$ cat config.mk
export PLATFORM = sky130hd
export DESIGN_NAME = clk_div_mux
export DESIGN_NICKNAME = d
export VERILOG_FILES = /design/src/rtl/clk_div_mux.sv
export SDC_FILE = /design/constraint.sdc
export NUM_CORES = 1
export LEC_CHECK = 0
export CAP_MARGIN = 10
export CORE_MARGIN = 10
export CORE_UTILIZATION = 48
export DETAILED_ROUTE_END_ITERATION = 16
export HOLD_SLACK_MARGIN = 0.1
export PLACE_DENSITY_LB_ADDON = 0.2
export SYNTH_ARGS = -nofsm -noshare
export SYNTH_HDL_FRONTEND = slang
export SYNTH_SLANG_ARGS = --single-unit
$ cat constraint.sdc
create_clock -name aclk -period 3.7 [get_ports aclk]
set_clock_uncertainty 0.05 [all_clocks]
set_input_delay 0.37 -clock aclk [delete_from_list [all_inputs] [get_ports aclk]]
set_output_delay 0.37 -clock aclk [all_outputs]
set_load 0.005 [all_outputs]
$ cat src/rtl/clk_div_mux.sv
`default_nettype none
// ============================================================================
// Module      : clk_div_mux
// Description : NUM_CH programmable clock dividers with a glitch-free,
//               handshaked output select and a rising-edge enable strobe.
//               Build option CLKDIV_MUX_PHASE_RESET_EN: the target divider is
//               restarted when HOLD is entered, giving a fixed switch latency.
// Revision    : 1.0 - initial release
// ============================================================================
module clk_div_mux #(
    parameter  int NUM_CH = 4,
    parameter  int DIV_W  = 8,
    localparam int SEL_W  = $clog2(NUM_CH)
) (
    input  logic                    aclk,
    input  logic                    aresetn,
    input  logic [NUM_CH*DIV_W-1:0] div_cfg,
    input  logic [SEL_W-1:0]        sel_req,
    input  logic                    sel_valid,
    output logic                    sel_ready,
    output logic                    sel_err,
    output logic [SEL_W-1:0]        sel_cur,
    output logic                    switching,
    output logic                    clk_out,
    output logic                    clk_en
);

    typedef enum logic [1:0] {
        ST_RUN   = 2'd0,
        ST_DRAIN = 2'd1,
        ST_HOLD  = 2'd2
    } state_t;

    state_t           r_state;
    state_t           w_state_nxt;
    logic [DIV_W-1:0] w_cfg [NUM_CH];
    logic [DIV_W-1:0] r_cnt [NUM_CH];
    logic             r_phase [NUM_CH];
    logic [SEL_W-1:0] r_sel_cur;
    logic [SEL_W-1:0] r_new_sel;
    logic [SEL_W-1:0] w_sel_cur_nxt;
    logic [SEL_W-1:0] w_new_sel_nxt;
    logic             r_clk_out;
    logic             r_clk_en;
    logic             r_sel_err;
    logic [DIV_W-1:0] r_lo_run;
    logic             w_req_bad;
    logic             w_cur_ph;
    logic             w_new_ph;
    logic             w_clk_nxt;
    logic             w_err_nxt;

    genvar gi;
    generate
        for (gi = 0; gi < NUM_CH; gi++) begin : g_cfg
            assign w_cfg[gi] = div_cfg[gi*DIV_W +: DIV_W];
        end

        if (NUM_CH == (1 << SEL_W)) begin : g_req_full
            assign w_req_bad = 1'b0;
        end else begin : g_req_part
            assign w_req_bad = (sel_req >= SEL_W'(NUM_CH));
        end
    endgenerate

    assign w_cur_ph = r_phase[r_sel_cur];
    assign w_new_ph = r_phase[r_new_sel];

`ifdef CLKDIV_MUX_PHASE_RESET_EN
    logic w_hold_entry;
    assign w_hold_entry = (r_state == ST_DRAIN) && !w_cur_ph;
`endif

    always_ff @(posedge aclk or negedge aresetn) begin
        if (!aresetn) begin
            for (int i = 0; i < NUM_CH; i++) begin
                r_cnt[i]   <= '0;
                r_phase[i] <= 1'b0;
            end
        end else begin
            for (int i = 0; i < NUM_CH; i++) begin
`ifdef CLKDIV_MUX_PHASE_RESET_EN
                if (w_hold_entry && (r_new_sel == SEL_W'(i))) begin
                    r_cnt[i]   <= '0;
                    r_phase[i] <= 1'b0;
                end else
`endif
                // >= so a config lowered below the running count wraps at once
                if (r_cnt[i] >= w_cfg[i]) begin
                    r_cnt[i]   <= '0;
                    r_phase[i] <= ~r_phase[i];
                end else begin
                    r_cnt[i] <= r_cnt[i] + 1'b1;
                end
            end
        end
    end

    always_comb begin
        w_state_nxt   = r_state;
        w_sel_cur_nxt = r_sel_cur;
        w_new_sel_nxt = r_new_sel;
        w_clk_nxt     = w_cur_ph;
        w_err_nxt     = 1'b0;
        case (r_state)
            ST_RUN: begin
                if (sel_valid) begin
                    if (w_req_bad) begin
                        w_err_nxt = 1'b1;
                    end else if (sel_req != r_sel_cur) begin
                        w_new_sel_nxt = sel_req;
                        w_state_nxt   = ST_DRAIN;
                    end
                end
            end
            ST_DRAIN: begin
                if (!w_cur_ph) begin
                    w_state_nxt = ST_HOLD;
                end
            end
            ST_HOLD: begin
                w_clk_nxt = 1'b0;
                // the exit cycle itself is low too, so cfg_old prior lows give
                // a total low time of at least one old-channel half-period
                if (!w_new_ph && (r_lo_run >= w_cfg[r_sel_cur])) begin
                    w_sel_cur_nxt = r_new_sel;
                    w_state_nxt   = ST_RUN;
                end
            end
            default: begin
                w_state_nxt = ST_RUN;
            end
        endcase
    end

    always_ff @(posedge aclk or negedge aresetn) begin
        if (!aresetn) begin
            r_state   <= ST_RUN;
            r_sel_cur <= '0;
            r_new_sel <= '0;
            r_clk_out <= 1'b0;
            r_clk_en  <= 1'b0;
            r_sel_err <= 1'b0;
            r_lo_run  <= '0;
        end else begin
            r_state   <= w_state_nxt;
            r_sel_cur <= w_sel_cur_nxt;
            r_new_sel <= w_new_sel_nxt;
            r_clk_out <= w_clk_nxt;
            r_clk_en  <= (r_state == ST_RUN) && !r_clk_out && w_cur_ph;
            r_sel_err <= w_err_nxt;
            if (w_clk_nxt) begin
                r_lo_run <= '0;
            end else if (!(&r_lo_run)) begin
                r_lo_run <= r_lo_run + 1'b1;
            end
        end
    end

    assign sel_ready = (r_state == ST_RUN);
    assign switching = (r_state != ST_RUN);
    assign sel_cur   = r_sel_cur;
    assign sel_err   = r_sel_err;
    assign clk_out   = r_clk_out;
    assign clk_en    = r_clk_en;

endmodule
`default_nettype wire

; Word level (Yosys, flattened, before mapping)
; Index checks and enable logic that the tools add are counted.
[word_totals]
ff_bits = 52
inputBits = 37
out_inout_bits = 7
word_cells = 72
[op_classes]
addsub = 5
order_cmp = 7
n_eq_ne = 8
muxes = 21
n_bitwise = 6
reduce_logical = 11
[ops]
columns = operator, n
row1 = $mux 8, 8
row2 = $add 8x1->8 const B, 5
row3 = $ge 8x8->1, 5
row4 = $bmux 8 s2, 1
row5 = $mux 2, 4
row6 = $ne 2x2->1 const B, 4
row7 = $reduce_and 8->1, 1
row8 = $ge 3x3->1 const B, 2
row9 = $not 2->3, 2
row10 = $pmux 2 s3, 1
row11 = $mux 1, 5
row12 = $bmux 1 s2, 2
row13 = $not 1->1, 4
row14 = $reduce_and 4->1, 1
row15 = $logic_and 1x1->1, 3
row16 = $reduce_and 3->1, 1
row17 = $eq 2x1->1 const B, 1
row18 = $eq 2x2->1 const B, 1
row19 = $logic_not 1->1, 2
row20 = $logic_not 2->1, 1
row21 = $ne 2x1->1 const B, 1
row22 = $ne 2x2->1, 1
row23 = $reduce_and 2->1, 1
row24 = $reduce_bool 2->1, 1

; Longest topological paths before layout
; Gate-level depths: netlist (run 1).
[depth]
ltp_word = 8
mapped_depth = 9
mapped_depth_nobuf = 8

; Worst setup path before layout (run 1)
; No wires, ideal clock.
[synth_timing]
path_type = register to register
startpoint = reg r_sel_cur[0] (netlist: sel_cur[0])
endpoint = reg r_sel_cur[1] (netlist: sel_cur[1])
setup_ns = 0.125
arrival_time_ns = 2.420
required_ns = 3.525
path_slack_ns = 1.105
path_stages_with_launch = 9
path_buffers = 1
synth_period_minus_slack_ns = 2.595
path_cell_list = dfrtp_1 > buf_4 > mux4_2 > ha_1 > nand2b_1 > a2111oi_2 > o41ai_2 > nand2_1 > mux2_2
[synth_via]
elab_chain_cells = 7
[synth_lines]
columns = element, line_no
row1 = start: declaration, 39  ; logic [SEL_W-1:0] r_sel_cur;
row2 = start signal: assignment, 147  ; r_sel_cur <= w_sel_cur_nxt;
row3 = $not 2->3 (implied by the code), 125  ; if (!w_new_ph && (r_lo_run >= w_cfg[r_sel_cur])) begin
row4 = $bmux 8 s2, 125
row5 = $mux 8 (implied by the code) (2 in a row), 125
row6 = $ge 8x8->1, 125
row7 = $logic_and 1x1->1, 125
row8 = $reduce_and 2->1 (no line), n/a
; Every way passes these cells. The select of a mux whose other input is x is not followed.
; A chain may end at the register's enable or synchronous reset.

; Worst setup path in the final report (run 1)
[layout_timing]
startpoint = reg r_sel_cur[1] (netlist: sel_cur[1])
endpoint = reg r_sel_cur[1] (netlist: sel_cur[1])
; Same word-level chain as after synthesis.

==> results.yml, run 1 <==
critical_path:
  worstSetupEndpointType: "register"
  worstPathArrival_ns: 2.79
  cp_max_fo: 12
  worst-setup-path-type: "register to register"
  worst_setup_path_start_kind: "register"
  worst-endpoint-required_ns: 3.85
sta:
  unrepaired_setup_endpoints_after_global_routing: "no"
  worst_margin_pin_slew_ns: 0.770
  holdWs_ns: 0.0739
  layout_min_cycle_time_ns: 2.64
  final-setup-viol-count: 0
  setup-tns-final_ns: 0
  fmax_mhz: 379
  layout_worst_path_cycle_share_pct: 71.4
  timing.max_slew.rel_slack_pct: 48.7
  timing_hold_violations_final: 0
  final_max_slew_viol_count: 0
logic_synthesis:
  syn_nets: 432
  yosys_register_bits: 52
  synth_warnings: 0
  synth_edf_count: 0
  async_flop_share_pct: 100
  distinct_cells_synth: 40
  netlist_instances: 350
  synth_area_sq_mm: 0.00350
  postSynthAreaPerCell_sq_um: 10.0
  postSynth.topFlopCell: "sky130_fd_sc_hd__dfrtp_1"
  seq_area_frac_synth_pct: 37.1
global_route:
  grt_remaining_overflow: 0
  first_global_vias: 2702
  grt.total_usage_pct: 14.5
  grt_pass1_wl_mm: 13.3
  maximum_number_of_pins_on_one_net_before_global_route_repair: 34
  antenna_found_initial: 0
routing:
  via_per_inst: 5.22
  detail_route_antenna_nets: 0
  drt-total-wl_mm: 7.74
  drt_iter0_drc: 77
  post_drt_wl_per_cell_um: 15.6
  drcViolationCount: 0
  detail_route.first_pass.iterations: 4
  vias: 2586
clock_network:
  clk_path_buf_depth: 2
  worst_setup_hold_path_clk_slew_ns: 0.10
  cts_hold_repair.buffers: 0
  htree_num_levels: 2
  postCtsSetupBuffers: 0
  clkSinkCount: 52
  tritoncts.num_buffers: 5
  post_cts_resized: 0
  cts_root_buf: "sky130_fd_sc_hd__clkbuf_8"
  clk-insertion-delay-late_ns: 0.31
  tritoncts: "done"
floorplan:
  core_region_area_sq_mm: 0.00718
  die-width_um: 105
  initial_core_util_pct: 48.8
  fp.dieArea_sq_mm: 0.0111
  io-pin-count: 44
  core.rowCount: 31
  chipHeight_um: 105
placement:
  replace_congestion: 0.896
  port_buffers: 42
  half_perimeter_wire_length_after_placement_mm: 6.37
cells_and_area:
  area_delta_synth_final_pct: 17.7
  most_common_cell_after_layout_fill_and_taps_aside: "sky130_fd_sc_hd__dfrtp_1"
  seqCellArea_sq_mm: 0.00130
  multi_input_gate_area_sq_mm: 0.00200
  finish.net_count: 477
  leading_cell_types_in_the_layout_fill_and_taps_excluded: "sky130_fd_sc_hd__dfrtp_1, sky130_fd_sc_hd__ha_1, sky130_fd_sc_hd__inv_1, sky130_fd_sc_hd__nor2_1, sky130_fd_sc_hd__clkdlybuf4s50_1"
  fillers: 645
  n_antenna_cell: 0
  final_layout_size_suffix_gt1_share_pct: 8.33
run:
  maxCapViolCount: 0
status:
  result_of_the_run: "completed"
power_and_ir_drop:
  worst_vdd_drop_v: 0.000372
  power_density_mw_per_mm2: 634
  static-leakage-power_nw: 2.02
hold_path:
  worstHoldPathType: "primary input to async pin"
## worst max-delay path: stages, from the launching register on
cell                        delay, ns
sky130_fd_sc_hd__dfrtp_1         0.69
sky130_fd_sc_hd__mux4_2          0.39
sky130_fd_sc_hd__ha_1            0.28
sky130_fd_sc_hd__nand2b_1        0.15
sky130_fd_sc_hd__a2111oi_2       0.39
sky130_fd_sc_hd__o41ai_2         0.14
sky130_fd_sc_hd__nand2_1         0.10
sky130_fd_sc_hd__mux2_2          0.34
## cells in the mapped netlist, types with 2 or more instances
library cell	instances	area, sq um
sky130_fd_sc_hd__nor2b_1	8	50.1
sky130_fd_sc_hd__nor3_4	2	32.5
sky130_fd_sc_hd__o2111ai_1	2	17.5
sky130_fd_sc_hd__and3_1	9	56.3
sky130_fd_sc_hd__nor3b_1	2	15.0
sky130_fd_sc_hd__mux2_2	3	33.8
sky130_fd_sc_hd__dfrtp_1	52	1300
sky130_fd_sc_hd__o21a_1	6	45.0
sky130_fd_sc_hd__xor2_1	25	219
sky130_fd_sc_hd__buf_2	3	15.0
sky130_fd_sc_hd__inv_1	44	165
sky130_fd_sc_hd__nand4_1	3	18.8
sky130_fd_sc_hd__buf_4	2	15.0
sky130_fd_sc_hd__nand2_1	13	48.8
sky130_fd_sc_hd__nor2_1	44	165
sky130_fd_sc_hd__mux2i_1	4	40.0
sky130_fd_sc_hd__a21oi_2	2	17.5
sky130_fd_sc_hd__o22a_1	2	17.5
sky130_fd_sc_hd__mux4_2	9	203
sky130_fd_sc_hd__nand2b_1	2	12.5
sky130_fd_sc_hd__ha_1	45	563
sky130_fd_sc_hd__nand3_1	26	130
sky130_fd_sc_hd__a2111oi_2	3	45.0
sky130_fd_sc_hd__a211oi_1	2	15.0
sky130_fd_sc_hd__o21ai_0	5	25.0
sky130_fd_sc_hd__a31oi_1	2	12.5
sky130_fd_sc_hd__xnor2_1	8	70.1
sky130_fd_sc_hd__a21oi_1	10	50.1
## area by class of cell
class                   count  area share (%)
clock buffers               6            1.76
flip-flops and latches     52            31.5
clock inverters             2           0.849
multi-input cells         248            48.4
repair buffers             44            10.4
inverters                  44            4.00
well taps                  99            3.00
## kinds of logic after synthesis
logic type / Yosys count / synth area share, %
mux: 16 / 7.89
xor+xnor: 33 / 8.25
compound gates: 40 / 8.78
flops: 52 / 37.1
other cells: 1 / 0.107
buf+inv: 50 / 5.89
fa+ha+maj: 45 / 16.1
simple gates: 113 / 15.9
## state kept, by name, summed over array words and instances (netlist names)
name and flops:
r_cnt 32, r_lo_run 8, r_phase 4, r_new_sel 2, r_state 2, sel_cur 2, clk_en 1, clk_out 1
## per-layer routing
layer	vias up	share of wire [%]	GRT usage [%]
li1	1286	-	-
met1	1245	50	19.3
met2	42	45	22.9
met5	-	0	0
met4	0	1.8	5.20
met3	13	3.4	2.92
## final timing paths
check,startpoint,end,slack [ns],depth (start not counted)
max,sel_cur[1],sel_cur[1],1.06,7
max reg2reg,sel_cur[1],sel_cur[1],1.06,7
max in group asynchronous,aresetn,r_phase[2],2.73,2
min reg2reg,clk_out,clk_en,0.38,1
min in group aclk,clk_out,clk_en,0.38,1
min,aresetn,r_cnt[30],0.07,1
## report_power, final
part / total, mW / leakage, nW / switching (mW) / internal [mW]
combinational: 1.14 / 1.30 / 0.557 / 0.586
clock: 0.387 / 0.0552 / 0.186 / 0.201
sequential: 1.09 / 0.665 / 0.277 / 0.809
total: 2.62 / 2.02 / 1.02 / 1.60
## metrics by stage
step	worst slack (ns)	instances	total power, mW	utilization, %	area, sq um
floorplan	1.10	350	1.91	-	3500
CTS	1.07	495	2.64	57.5	4130
detailed placement	0.810	487	2.25	56.0	4020
global route	0.907	495	2.87	57.5	4130
global placement	0.858	487	2.20	56.0	4020
finish	1.06	495	2.62	57.5	4130
No activity file was read; power rests on OpenSTA's default activity.
==> run 2: changes to the inputs <==
==> constraint.sdc (replaced) <==
create_clock -name aclk -period 2.3 [get_ports aclk]
set_clock_uncertainty 0.05 [all_clocks]
set_input_delay 0.23 -clock aclk [delete_from_list [all_inputs] [get_ports aclk]]
set_output_delay 0.23 -clock aclk [all_outputs]
set_load 0.005 [all_outputs]
==> run 2 against run 1 <==
Effect of this change:
- the flow now finishes with violations (setup timing)
- global-route usage increased by 0.17 points
- count of clock-buffer cells in the layout decreased by 1
- critical path depth increased by 3
- sequential share of layout area decreased by 2.0 points
- via count increased by 4.2%
- final area increased by 6.6%
- highest routed layer unchanged
- core utilization increased by 3.8 points
- non-clock buffer count increased by 25
- die area unchanged
- largest cell class unchanged
- flip-flop and latch count unchanged
- combinational power increased by 78%
- routed wire length increased by 1.5%
==> results.yml, run 2 (synthesized netlist as in run 1, its figures left out) <==
cells_and_area:
  multi_input_gate_area_sq_mm: 0.00208
  reg_top3: "r_cnt: 32 flops, r_lo_run: 8 flops, r_phase: 4 flops"
  most_common_cell_after_layout_fill_and_taps_aside: "sky130_fd_sc_hd__dfrtp_1"
  area_delta_synth_final_pct: 25.5
  layout.cells.non_filler: 520
  largest_reg_flops: 32
  leading_cell_types_in_the_layout_fill_and_taps_excluded: "sky130_fd_sc_hd__dfrtp_1, sky130_fd_sc_hd__inv_1, sky130_fd_sc_hd__nor2_1, sky130_fd_sc_hd__ha_1, sky130_fd_sc_hd__clkdlybuf4s50_1"
  final_core_utilization_pct: 61.3
  finish.net_count: 502
  final_layout_size_suffix_gt1_share_pct: 15.7
  largest_register: "r_cnt"
  fillers: 632
  n_antenna_cell: 0
  seqCellArea_sq_mm: 0.00130
sta:
  holdWs_ns: 0.378
  worst_margin_pin_slew_ns: 0.655
  fmax_mhz: 397
  layout_min_cycle_time_ns: 2.52
  final_max_slew_viol_count: 0
  layout_worst_path_cycle_share_pct: 110
  final-setup-viol-count: 3
  layout_setup_ws_ns: -0.221
  setup-tns-final_ns: -0.576
  unrepaired_setup_endpoints_after_global_routing: "yes"
  timing.max_slew.rel_slack_pct: 56.4
  timing_hold_violations_final: 0
routing:
  detail_route_antenna_nets: 0
  drcViolationCount: 0
  post_drt_wl_per_cell_um: 15.1
  detail_route.first_pass.iterations: 4
  drt-total-wl_mm: 7.85
  via_per_inst: 5.18
  drt_iter0_drc: 68
  vias: 2694
clock_network:
  clk-insertion-delay-late_ns: 0.31
  worst_setup_hold_path_clk_slew_ns: 0.10
  htree_num_levels: 2
  tritoncts: "done"
  cts_root_buf: "sky130_fd_sc_hd__clkbuf_8"
  clkSinkCount: 52
  clk_path_buf_depth: 2
  tritoncts.num_buffers: 5
hold_path:
  worstHoldPathType: "register to register"
global_route:
  grt_pass1_wl_mm: 13.6
  grt.total_usage_pct: 14.7
  maximum_number_of_pins_on_one_net_before_global_route_repair: 28
  antenna_found_initial: 0
  first_global_vias: 2761
  grt_remaining_overflow: 0
critical_path:
  cp_max_fo: 7
  worst-endpoint-required_ns: 2.45
  worstSetupEndpointType: "register"
  worstPathArrival_ns: 2.67
  worst-setup-path-type: "register to register"
  worst_setup_path_start_kind: "register"
placement:
  replace_congestion: 0.824
  half_perimeter_wire_length_after_placement_mm: 6.42
  port_buffers: 42
  placed_cells: 506
floorplan:
  core.rowCount: 31
  fp.dieArea_sq_mm: 0.0111
  io-pin-count: 44
  initial_core_util_pct: 48.8
  chipHeight_um: 105
  core_region_area_sq_mm: 0.00718
  die-width_um: 105
status:
  result_of_the_run: "finished, violations left"
  violations: "setup timing"
power_and_ir_drop:
  static-leakage-power_nw: 2.18
  final_total_pwr_mw: 4.30
  power_density_mw_per_mm2: 978
  worst_vdd_drop_v: 0.000559
run:
  maxCapViolCount: 0
==> run 2: changes by cell type in the layout (fill, tap and decap cells not counted), sizes merged <==
| cell | change |
|---|---|
| clkbuf | -1 |
| clkinv | +2 |
| buf | +24 |
| dlygate4sd3 | +1 |
| bufinv | -1 |
==> run 2: worst paths after layout <==
path,startpoint,to,slack [ns],depth (start not counted)
max in group asynchronous,aresetn,r_cnt[25],1.12,3
max,sel_cur[0],sel_cur[1],-0.22,10
min in group asynchronous,aresetn,r_cnt[31],0.42,2
min reg2reg,clk_out,clk_en,0.38,1
min,clk_out,clk_en,0.38,1
max reg2reg,sel_cur[0],sel_cur[1],-0.22,10
==> run 2: layer usage <==
layer,vias to the layer above,track usage [%],share of wire (%)
met5,-,0,0
met2,45,23.2,46
li1,1338,-,-
met3,12,2.92,3.3
met1,1299,19.6,48
met4,0,4.90,2.3
==> run 2: per-stage QoR <==
step	worst slack, ns	instance area [sq um]
6_report	-0.221	4400
5_1_grt	-0.295	4400
4_1_cts	-0.171	4330
3_5_place_dp	-0.292	4220
3_3_place_gp	-0.264	4220
2_1_floorplan	-0.128	3540
==> run 2: critical path, stage by stage (launching register included) <==
cell and delay [ns]:
sky130_fd_sc_hd__dfrtp_1 0.43, sky130_fd_sc_hd__buf_12 0.15, sky130_fd_sc_hd__buf_4 0.14, sky130_fd_sc_hd__mux4_2 0.32, sky130_fd_sc_hd__inv_1 0.04, sky130_fd_sc_hd__ha_2 0.30
sky130_fd_sc_hd__o21a_1 0.12, sky130_fd_sc_hd__nor2_2 0.05, sky130_fd_sc_hd__o41ai_4 0.36, sky130_fd_sc_hd__nand2_1 0.15, sky130_fd_sc_hd__mux2_4 0.31
==> run 2: repair_timing <==
action,CTS,global route
hold buffers,1,0
pin swaps,1,1
endpoints found under the setup margin,3,3
setup buffers,2,4
gates resized for setup,0,9
endpoints found under the hold margin,25,0
==> run 2: report_power, final <==
group | internal [mW] | switching, mW | leakage (nW)
clock | 0.213 | 0.316 | 0.0479
combinational | 1.07 | 0.959 | 1.47
sequential | 1.30 | 0.446 | 0.665
total | 2.58 | 1.72 | 2.18
==> run 2: final cells by class <==
type / instances / share of cell area, %
multi-input cells: 248 / 47.2
inverters: 44 / 3.75
clock buffers: 5 / 1.56
repair buffers: 69 / 14.7
flip-flops and latches: 52 / 29.6
clock inverters: 3 / 0.427
well taps: 99 / 2.82
